==> config.mk <==
export PLATFORM = sky130hd
export DESIGN_NAME = serial_fa_seq
export DESIGN_NICKNAME = d
export VERILOG_FILES = /design/src/rtl/serial_fa_seq.sv
export SDC_FILE = /design/constraint.sdc
export NUM_CORES = 1
export LEC_CHECK = 0
export CORE_ASPECT_RATIO = 0.7
export CORE_UTILIZATION = 54
export DETAILED_ROUTE_END_ITERATION = 6
export DONT_BUFFER_PORTS = 1
export PLACE_DENSITY_LB_ADDON = 0.2
export SLEW_MARGIN = 20
export SYNTH_ARGS = -nofsm -noshare
export SYNTH_HDL_FRONTEND = slang
export SYNTH_SLANG_ARGS = --single-unit
==> constraint.sdc <==
create_clock -name clk -period 1.1 [get_ports clk]
set_input_delay 0.165 -clock clk [delete_from_list [all_inputs] [get_ports clk]]
set_output_delay 0.165 -clock clk [all_outputs]
set_load 0.01 [all_outputs]
==> src/rtl/serial_fa_seq.sv <==
// serial_fa_seq: bit-serial ripple adder, one bit per clock LSB-first, with valid/ready handshakes.
module serial_fa_seq #(
  parameter int WIDTH = 8
) (
  input  logic             clk,
  input  logic             rst,
  input  logic             in_valid,
  output logic             in_ready,
  input  logic [WIDTH-1:0] a,
  input  logic [WIDTH-1:0] b,
  input  logic             cin,
  output logic             out_valid,
  input  logic             out_ready,
  output logic [WIDTH-1:0] sum,
  output logic             cout,
  output logic             busy
);
  localparam int CW = $clog2(WIDTH + 1);
  typedef enum logic [1:0] {IDLE, RUN, DONE} state_t;
  state_t         state, state_nxt;
  logic [WIDTH-1:0] a_sh, b_sh;
  logic           carry, accept, last, s, c_nxt;
  logic [CW-1:0]  cnt;
  always_ff @(posedge clk)
    if (rst) state <= IDLE;
    else state <= state_nxt;
  always_comb begin
    in_ready  = state == IDLE;
    busy      = state == RUN;
    out_valid = state == DONE;
    accept    = in_ready && in_valid;
    last      = cnt == CW'(WIDTH - 1);
    s         = a_sh[0] ^ b_sh[0] ^ carry;
    c_nxt     = (a_sh[0] & b_sh[0]) | (a_sh[0] & carry) | (b_sh[0] & carry);
    state_nxt = state == IDLE ? (in_valid ? RUN : IDLE) :
                state == RUN  ? (last ? DONE : RUN) :
                                (out_ready ? IDLE : DONE);
  end
  // sum fills from the MSB so that after WIDTH shifts bit 0 sits at the LSB
  always_ff @(posedge clk)
    if (rst) begin
      a_sh  <= '0;
      b_sh  <= '0;
      carry <= 1'b0;
      cnt   <= '0;
      sum   <= '0;
      cout  <= 1'b0;
    end else if (accept) begin
      a_sh  <= a;
      b_sh  <= b;
      carry <= cin;
      cnt   <= '0;
    end else if (busy) begin
      a_sh  <= a_sh >> 1;
      b_sh  <= b_sh >> 1;
      carry <= c_nxt;
      cnt   <= cnt + CW'(1);
      sum   <= (sum >> 1) | (WIDTH'(s) << (WIDTH - 1));
      if (last) cout <= c_nxt;
    end
endmodule

==> results of run 1 <==
==> final cells by class <==
type	instances	share of cell area (%)
clock buffer	5	2.12
clock inverter	3	1.06
inverter	3	1.34
multi-input combinational	102	45.6
sequential	32	36.8
tap	32	2.26
timing repair buffer	20	10.4
timing repair inverter	1	0.424
==> metal layers <==
layer  up-vias  global-route usage [%]  routed length [um]
met5         -                       0                   0
met3         6                    9.25                 233
met1       580                    36.2                1690
li1        574                       -                   -
met4         0                    10.9                  60
met2        43                    37.2                1710
==> kinds of logic (layout without fill, tap and decap cells) <==
family	Yosys count	in the layout
AO/OA/AOI/OAI	50	51
adder cells (fa/ha/maj)	2	2
buffers and inverters	14	32
flip-flops	32	32
AND/OR/NAND/NOR	49	49
==> through the flow <==
step	setup WS [ns]	std cells	instance area, um2
after floorplan	-0.0175	147	1340
final	-0.192	198	1770
after global routing	-0.205	198	1770
after CTS	-0.141	194	1570
after global placement	-0.0528	181	1400
after detailed placement	-0.141	181	1400
==> worst max-delay path by stage <==
stage / slack, ns / from / cells past startpoint / end
after floorplan: -0.02 / state[0] / 5 / cnt[3]
after global placement: -0.05 / a_sh[0] / 3 / carry
after detailed placement: -0.14 / state[0] / 3 / a_sh[2]
after CTS: -0.14 / state[0] / 3 / b_sh[3]
after global routing: -0.21 / state[0] / 5 / cnt[3]
final: -0.19 / state[0] / 5 / cnt[3]
==> timing repair <==
| action | in CTS | in global routing |
|---|---|---|
| setup endpoints to repair | 32 | 33 |
| setup buffers | 5 | 3 |
| gates cloned | 0 | 2 |
| endpoints found under the hold margin | 32 | 32 |
| pin swaps | 6 | 7 |
| gates resized for setup | 24 | 33 |
==> power by group <==
part	total (uW)	leakage, uW	internal (uW)	switching (uW)
Clock	673	0.0000349	245	428
Combinational	406	0.000348	210	197
Sequential	1290	0.000265	1230	61.7
==> registers in the layout (all words and copies together), names as in the netlist <==
signal  count
a_sh        8
b_sh        8
sum         8
cnt         4
state       2
carry       1
cout        1
==> cells in the final DEF, fill, tap and decap left out, drive strengths merged, types with 2 or more instances in the layout <==
master,instances
a211oi,17
a21oi,9
a32oi,2
buf,20
clkbuf,5
clkinv,4
clkinvlp,2
dfxtp,32
nand2,17
nand2b,2
nand3,3
nor2,23
nor2b,2
o21ba,2
o22ai,15
==> qor.csv, run 1 <==
metric;value;unit
status;complete, but fails checks;
violations;negative hold slack, negative setup slack;
cts.sinks;32;
crit_path_start_kind;register;
synthAdderAreaFrac;2.46;%
crit_fanout;7;
grt_max_degree;33;
finClkSkew;0.0146;ns
rsz0062_at_grt;yes;
die_h;43.4;um
hold_violations;32;
synth_warnings;0;
slew_viol_final;0;
powerDensity;1340;mW/mm2
muxShareOfSynthArea;0;%
whs_path_depth;1;
fillers;139;
detail_route.wl_per_cell;18.7;um
cpMaxStageDelayCell;dfxtp_4;
cap_violations;0;
overflow;0;
cts-root-buf;clkbuf_4;
core_region_area;0.00222;mm2
nets;188;
syn_nets;170;
synth_top_family_by_area;compound AO/OA/AOI/OAI gates;
clk_pin_slew;0.11;ns
cp.required;1.36;ns
cts_tree;yes;
port_buffers;0;
worstReg2RegEnd;cnt[3];
antenna_found_initial;0;
grt_usage;26.2;%
ys_seq_area_share;48.3;%
htree_levels;2;
r2r_slack;-0.19;ns
drc;0;
fin_crit;1.29;ns
multi_input_area;807;um2
crit_family;flip-flops;
seqCellArea;652;um2
worst-setup-path-type;register to register;
hold_start;rst;
dpl.hpwl;2020;um
holdPathEnd;a_sh[5];
globalplace.congestion;0.716;
dr.pass1.iters;4;
leakagePower;0.000648;uW
relSlewSlack;82.3;%
vias;1203;
critical_path_buf_inv_count;2;
arrival;1.55;ns
synth-compound-area-share;26.3;%
grt_pass1_vias;1065;
cts_inserted_buffers;5;
drt_iter0_drc;126;
area_growth;33.6;%
ys_ff_latch;32;
reg2reg_depth;5;
yosysMostFrequentCell;dfxtp_1;
yosysTopAreaCellShare;48.3;%
synthXorXnorAreaFrac;0;%
tightestPinTransition;0.266;ns
grt_pass1_wl;4930;um
drt_wl_total;3700;um
synth_cell_type_count;29;
fin_util;79.6;%
clockBufferDepth;2;
path_common_cell;buf_6;
synth-simple-area-share;16.2;%
cp_slowest_stage_delay;0.40;ns
drive_gt1_share;45.2;%
fin_setup_tns;-1.64;ns
reg2reg_from;state[0];
diodes;0;
total_power;2370;uW
crit_chain;buf_6, nand2b_4, buf_6, or3_1, a31oi_1;
synth_area_leaders;dfxtp_1 48%, a211oi_1 9.1%, o22ai_1 7.1%;
drtAntennaViolNets;0;
fin_ws;-0.192;ns
fmax;774;MHz
syn_area_per_cell;9.01;um2
peakVddDrop;0.831;mV
fin_crit_sh;117;%
synth_area;0.00133;mm2
yosys-top-cells-count;32 x dfxtp_1, 23 x nor2_1, 17 x nand2_1;
fin_worst_hold_slack;-0.124;ns
io_pins;33;
synth_edf_count;0;
hold_path.class;input port to register;
syn-instance-count;147;
setup_viol;27;
cp-end-kind;register;
clk_latency;0.34;ns
dieArea;0.00266;mm2
synth_flop_cell;dfxtp_1;
die_x;61.2;um
viasPerCell;6.08;
start_util;59.6;%
yosysTopAreaCell;dfxtp_1;
rows;14;
synth_async_sr_flop_share;0;%
Power figures use the tool's default switching activity.
==> run 2: changes to the inputs <==
==> constraint.sdc (replaced) <==
create_clock -name clk -period 1.1 [get_ports clk]
set_input_delay 0.11 -clock clk [delete_from_list [all_inputs] [get_ports clk]]
set_output_delay 0.11 -clock clk [all_outputs]
set_load 0.01 [all_outputs]
==> run 2 against run 1 <==
Compared with the run above:
- the run still ends with negative hold slack, negative setup slack left
- total power grew 0.36%
- cell count fell by 0.51%
- largest power group unchanged
- register-to-register slack improved by 0.11 ns
- die area is the same
- first-iteration DRC count decreased by 19%
- core utilization shrank 2.4 points
==> qor.csv, run 2 (synthesized netlist as in run 1, its figures left out) <==
metric;value;unit;change
status;complete, but fails checks;;
violations;negative hold slack, negative setup slack;;
core_region_area;0.00222;mm2;unchanged
top_regs;a_sh (8), b_sh (8), sum (8);;
fin_crit;1.19;ns;-0.104 ns
path_common_cell;buf_6;;
rsz0062_at_grt;yes;;
fillers;175;;+26%
die_h;43.4;um;unchanged
vias;1187;;-1.3%
cts.sinks;32;;unchanged
final_common_cell;dfxtp_1;;
cp-end-kind;output pin;;
port_buffers;0;;unchanged
drive_gt1_share;41.8;%;-3.4 points
dieArea;0.00266;mm2;unchanged
layout_common_cells;26 x dfxtp_1, 19 x nor2_1, 16 x nand2_1;;
drt_wl_total;3540;um;-4.4%
leakagePower;0.000616;uW;-4.8%
antenna_found_initial;0;;unchanged
drc;0;;unchanged
slew_viol_final;0;;unchanged
grt_util_met1;39.5;%;+3.3 points
grtUsageMet2;43.0;%;+5.9 points
drtAntennaViolNets;0;;unchanged
fmax;842;MHz;+8.8%
globalplace.congestion;0.760;;+6.2%
clk_pin_slew;0.10;ns;about the same
nets;187;;-0.53%
critPathCapture;busy;;
crit_fanout;5;;-2
viasPerCell;6.03;;-0.83%
pre_cts_ws;-0.0965;ns;+0.0442 ns
r2r_slack;-0.08;ns;+0.11 ns
start_util;59.6;%;unchanged
area_growth;29.6;%;
crit_path_start_kind;register;;
fin_worst_hold_slack;-0.179;ns;-0.0551 ns
cts_inserted_buffers;5;;unchanged
hold_violations;32;;unchanged
die_x;61.2;um;unchanged
reg2reg_from;state[0];;
fin_setup_tns;-0.421;ns;+1.22 ns
crit_family;flip-flops;;
htree_levels;2;;unchanged
worst-setup-path-type;register to output pin;;
cp_slowest_stage_delay;0.38;ns;-0.02 ns
grt_busiest_layer;met2;;
cp.required;0.99;ns;-0.37 ns
dpl.hpwl;2060;um;+2.1%
drt_iter0_drc;102;;-19%
grt_pass1_wl;5490;um;+11%
finClkSkew;0.0109;ns;-0.00368 ns
fin_crit_sh;108;%;-9.5 points
crit_cells;4;;-1
grt_usage;29.1;%;+2.9 points
grt_use_met3;8.06;%;-1.2 points
clk_latency;0.34;ns;about the same
cap_violations;0;;unchanged
crit_start;state[0];;
critical_path_buf_inv_count;3;;+1
cts_tree;yes;;
reg2reg_depth;4;;-1
fin_ws;-0.0876;ns;+0.104 ns
tightestPinTransition;0.265;ns;-0.000421 ns
cpMaxStageDelayCell;dfxtp_4;;
rows;14;;unchanged
multi_input_area;748;um2;-7.3%
relSlewSlack;82.3;%;about the same
diodes;0;;unchanged
crit_chain;buf_6, nand2b_4, inv_8, buf_6;;
arrival;1.08;ns;-0.47 ns
grt_pass1_vias;1148;;+7.8%
detail_route.wl_per_cell;17.9;um;-3.9%
grt_max_degree;33;;unchanged
cts-root-buf;clkbuf_4;;
hold_path.class;input port to register;;
overflow;0;;unchanged
powerDensity;1380;mW/mm2;+3.5%
clockBufferDepth;2;;unchanged
worstReg2RegEnd;cnt[0];;
peakVddDrop;1.11;mV;+34%
seqCellArea;653;um2;+0.19%
io_pins;33;;unchanged
setup_viol;9;;-67%
dr.pass1.iters;4;;unchanged
[run 2: how the worst min path moves through the flow]
stage | start | endpoint | slack, ns | cells after the start
after floorplan | rst | a_sh[5] | 0.18 | 1
after global placement | rst | cnt[0] | 0.18 | 1
after detailed placement | rst | cnt[0] | 0.18 | 1
after CTS | rst | cout | -0.18 | 1
after global routing | rst | state[0] | -0.19 | 1
final | rst | state[0] | -0.18 | 1
[run 2: layer usage]
metal  part of all wire [%]  wire length, um  vias up
li1                       -                -      566
met1                     45             1610      566
met2                     46             1610       45
met3                    6.7              238       10
met4                    2.2               78        0
met5                      0                0        -
[run 2: layout make-up]
cell class / instances / area share [%]
Multi-Input combinational cell: 102 / 43.6
Sequential cell: 32 / 38.0
Timing Repair Buffer: 20 / 10.8
Tap cell: 32 / 2.33
Clock buffer: 7 / 3.21
Clock inverter: 1 / 0.437
Inverter: 3 / 1.60
[run 2: per-stage QoR]
| stage | power, uW | instance area, um2 | cells | hold WS [ns] | utilization [%] |
|---|---|---|---|---|---|
| floorplan | 1510 | 1340 | 147 | 0.183 | - |
| global placement | 1540 | 1400 | 180 | 0.178 | 63.0 |
| detailed placement | 1560 | 1400 | 180 | 0.180 | 63.0 |
| CTS | 2310 | 1620 | 197 | -0.178 | 72.9 |
| global route | 2470 | 1720 | 197 | -0.193 | 77.2 |
| finish | 2380 | 1720 | 197 | -0.179 | 77.2 |
[run 2: power by group]
group,internal [uW],leakage (uW),switching (uW)
Combinational,186,0.000319,181
Clock,313,0.0000315,414
Sequential,1230,0.000265,55.6
Total,1730,0.000616,650
[run 2: what timing repair did]
item | CTS | global route
buffers inserted | 8 | 1
gates cloned | 1 | 0
endpoints found under the hold margin | 32 | 32
resized for setup | 26 | 26
pin swaps | 4 | 15
endpoints found under the setup margin | 23 | 28
==> run 3: changes to the inputs <==
- CORE_UTILIZATION: 54 -> 65
- CTS_CLUSTER_DIAMETER: default -> 50
- clock period: 1.1 -> 1.51 ns (I/O delays scaled with it)
==> run 3 against run 2 <==
Compared with the run above:
- global-route usage fell by 0.84 points
- critical path type unchanged
- design area down 17%
- first-iteration DRC count fell by 34%
- critical path depth decreased by 1
- count of clock-buffer cells in the layout decreased by 1
- combinational power fell by 51%
- clock skew is 0.0066 ns lower
- cell count fell by 11%
- sequential cell count unchanged
- total power down 27%
- via count is 8.3% lower
- largest power group unchanged
- the flow now finishes without violations
- non-clock buffer count down 11
==> qor.csv, run 3 (synthesized netlist as in run 1, its figures left out) <==
metric;value;unit;change
status;complete, no violations;;
drt_iter0_drc;67;;-34%
drtAntennaViolNets;0;;unchanged
cp_slowest_stage_delay;0.40;ns;+0.02 ns
tightestPinTransition;0.583;ns;+0.318 ns
cpMaxStageDelayCell;dfxtp_1;;
finClkSkew;0.00438;ns;-0.00656 ns
peakVddDrop;1.13;mV;+1.8%
dr.pass1.iters;4;;unchanged
leakagePower;0.000527;uW;-15%
powerDensity;1220;mW/mm2;-12%
hold_violations;0;;-100%
cts_tree;yes;;
cap_violations;0;;unchanged
fmax;705;MHz;
crit_start;state[1];;
final_design_area_no_fill;0.00143;mm2;-17%
fin_setup_tns;0;ns;+0.421 ns
dpl.hpwl;1900;um;-7.6%
dieArea;0.00223;mm2;-16%
rsz0062_at_grt;no;;
core_region_area;0.00189;mm2;-15%
grt_pass1_wl;4490;um;-18%
grt_pass1_vias;1009;;-12%
vias;1088;;-8.3%
r2r_slack;0.13;ns;+0.21 ns
clockBufferDepth;2;;unchanged
grt_busiest_layer;met2;;
start_util;70.2;%;+11 points
grt_use_met3;13.2;%;+5.1 points
critPathCapture;out_valid;;
cts.sinks;32;;unchanged
crit_path_start_kind;register;;
crit_family;flip-flops;;
area_growth;8.03;%;
fin_util;75.9;%;-1.3 points
nets;175;;-6.4%
io_pins;33;;unchanged
top_regs;a_sh (8), b_sh (8), sum (8);;
worst-setup-path-type;register to output pin;;
critical_path_buf_inv_count;2;;-1
grt_util_met1;33.6;%;-5.9 points
antenna_found_initial;0;;unchanged
place_inst;162;;-10%
finalNonFillerCells;175;;-11%
cts_inserted_buffers;5;;unchanged
layout_common_cells;32 x dfxtp_1, 23 x nor2_1, 17 x nand2_1;;
globalplace.congestion;0.818;;+7.6%
setup_viol;0;;-9
final_common_cell;dfxtp_1;;
crit_cells;3;;-1
overflow;0;;unchanged
clk_pin_slew;0.09;ns;about the same
grtUsageMet2;45.2;%;+2.2 points
grt_usage;28.3;%;-0.84 points
fin_worst_hold_slack;0.0391;ns;+0.218 ns
port_buffers;0;;unchanged
detail_route.wl_per_cell;16.4;um;-8.6%
viasPerCell;6.22;;+3.2%
fin_crit_sh;93.9;%;
htree_levels;2;;unchanged
cp-end-kind;output pin;;
crit_fanout;9;;+4
clk_latency;0.33;ns;about the same
drive_gt1_share;13.1;%;-29 points
fin_crit;1.42;ns;
worstReg2RegEnd;a_sh[1];;
relSlewSlack;61.1;%;-21 points
grt_max_degree;33;;unchanged
rows;13;;-1
arrival;1.27;ns;+0.19 ns
drc;0;;unchanged
diodes;0;;unchanged
placed_area;0.00131;mm2;-6.8%
reg2reg_from;state[0];;
die_x;56.0;um;-8.6%
crit_chain;clkinv_1, buf_4, nor2_1;;
drt_wl_total;2870;um;-19%
slew_viol_final;0;;unchanged
cp.required;1.36;ns;+0.37 ns
cts-root-buf;clkbuf_4;;
reg2reg_depth;3;;-1
die_h;39.8;um;-8.4%
hold_path.class;input port to register;;
==> run 3: through the flow <==
step	power (uW)	setup slack, ns
2_1_floorplan	1090	0.359
4_1_cts	1750	0.0813
3_5_place_dp	1100	0.106
3_3_place_gp	1090	0.182
6_report	1740	0.0917
5_1_grt	1820	0.00239
==> run 3: repair_timing <==
item | CTS | global route
buffers inserted | 2 | 0
hold endpoints to repair | 32 | 0
setup endpoints to repair | 1 | 4
resized for setup | 1 | 1
hold buffers | 3 | 0
==> run 3: area by class of cell <==
cell class                      count  area [um2]
Clock buffer                        6        41.3
Clock inverter                      2        35.0
Fill cell                         130         455
Inverter                            3        15.0
Multi-Input combinational cell    101         602
Sequential cell                    32         641
Tap cell                           22        27.5
Timing Repair Buffer                9        70.1
==> run 3: worst reg2reg max path, delay by kind of cell, from the launching register on <==
family          cells  cell delay [ns]
buf+inv             1             0.32
compound gates      2             0.37
flops               1             0.55
==> run 3: worst min-delay path by stage <==
stage / startpoint / to / slack, ns / cells past startpoint
floorplan: rst / a_sh[5] / 0.22 / 1
CTS: in_valid / a_sh[7] / 0.04 / 2
global placement: rst / cnt[0] / 0.22 / 1
detailed placement: rst / cnt[0] / 0.22 / 1
finish: in_valid / a_sh[7] / 0.04 / 2
global route: in_valid / a_sh[7] / 0.03 / 2
==> run 3: routing by layer <==
layer | up-vias | wire [um]
met1 | 498 | 1300
met5 | - | 0
met2 | 46 | 1290
met3 | 7 | 245
li1 | 537 | -
met4 | 0 | 32
==> run 3: power by group <==
part	switching [uW]	internal [uW]	total [uW]
Clock	284	347	631
Sequential	39.5	894	933
Combinational	102	78.0	180
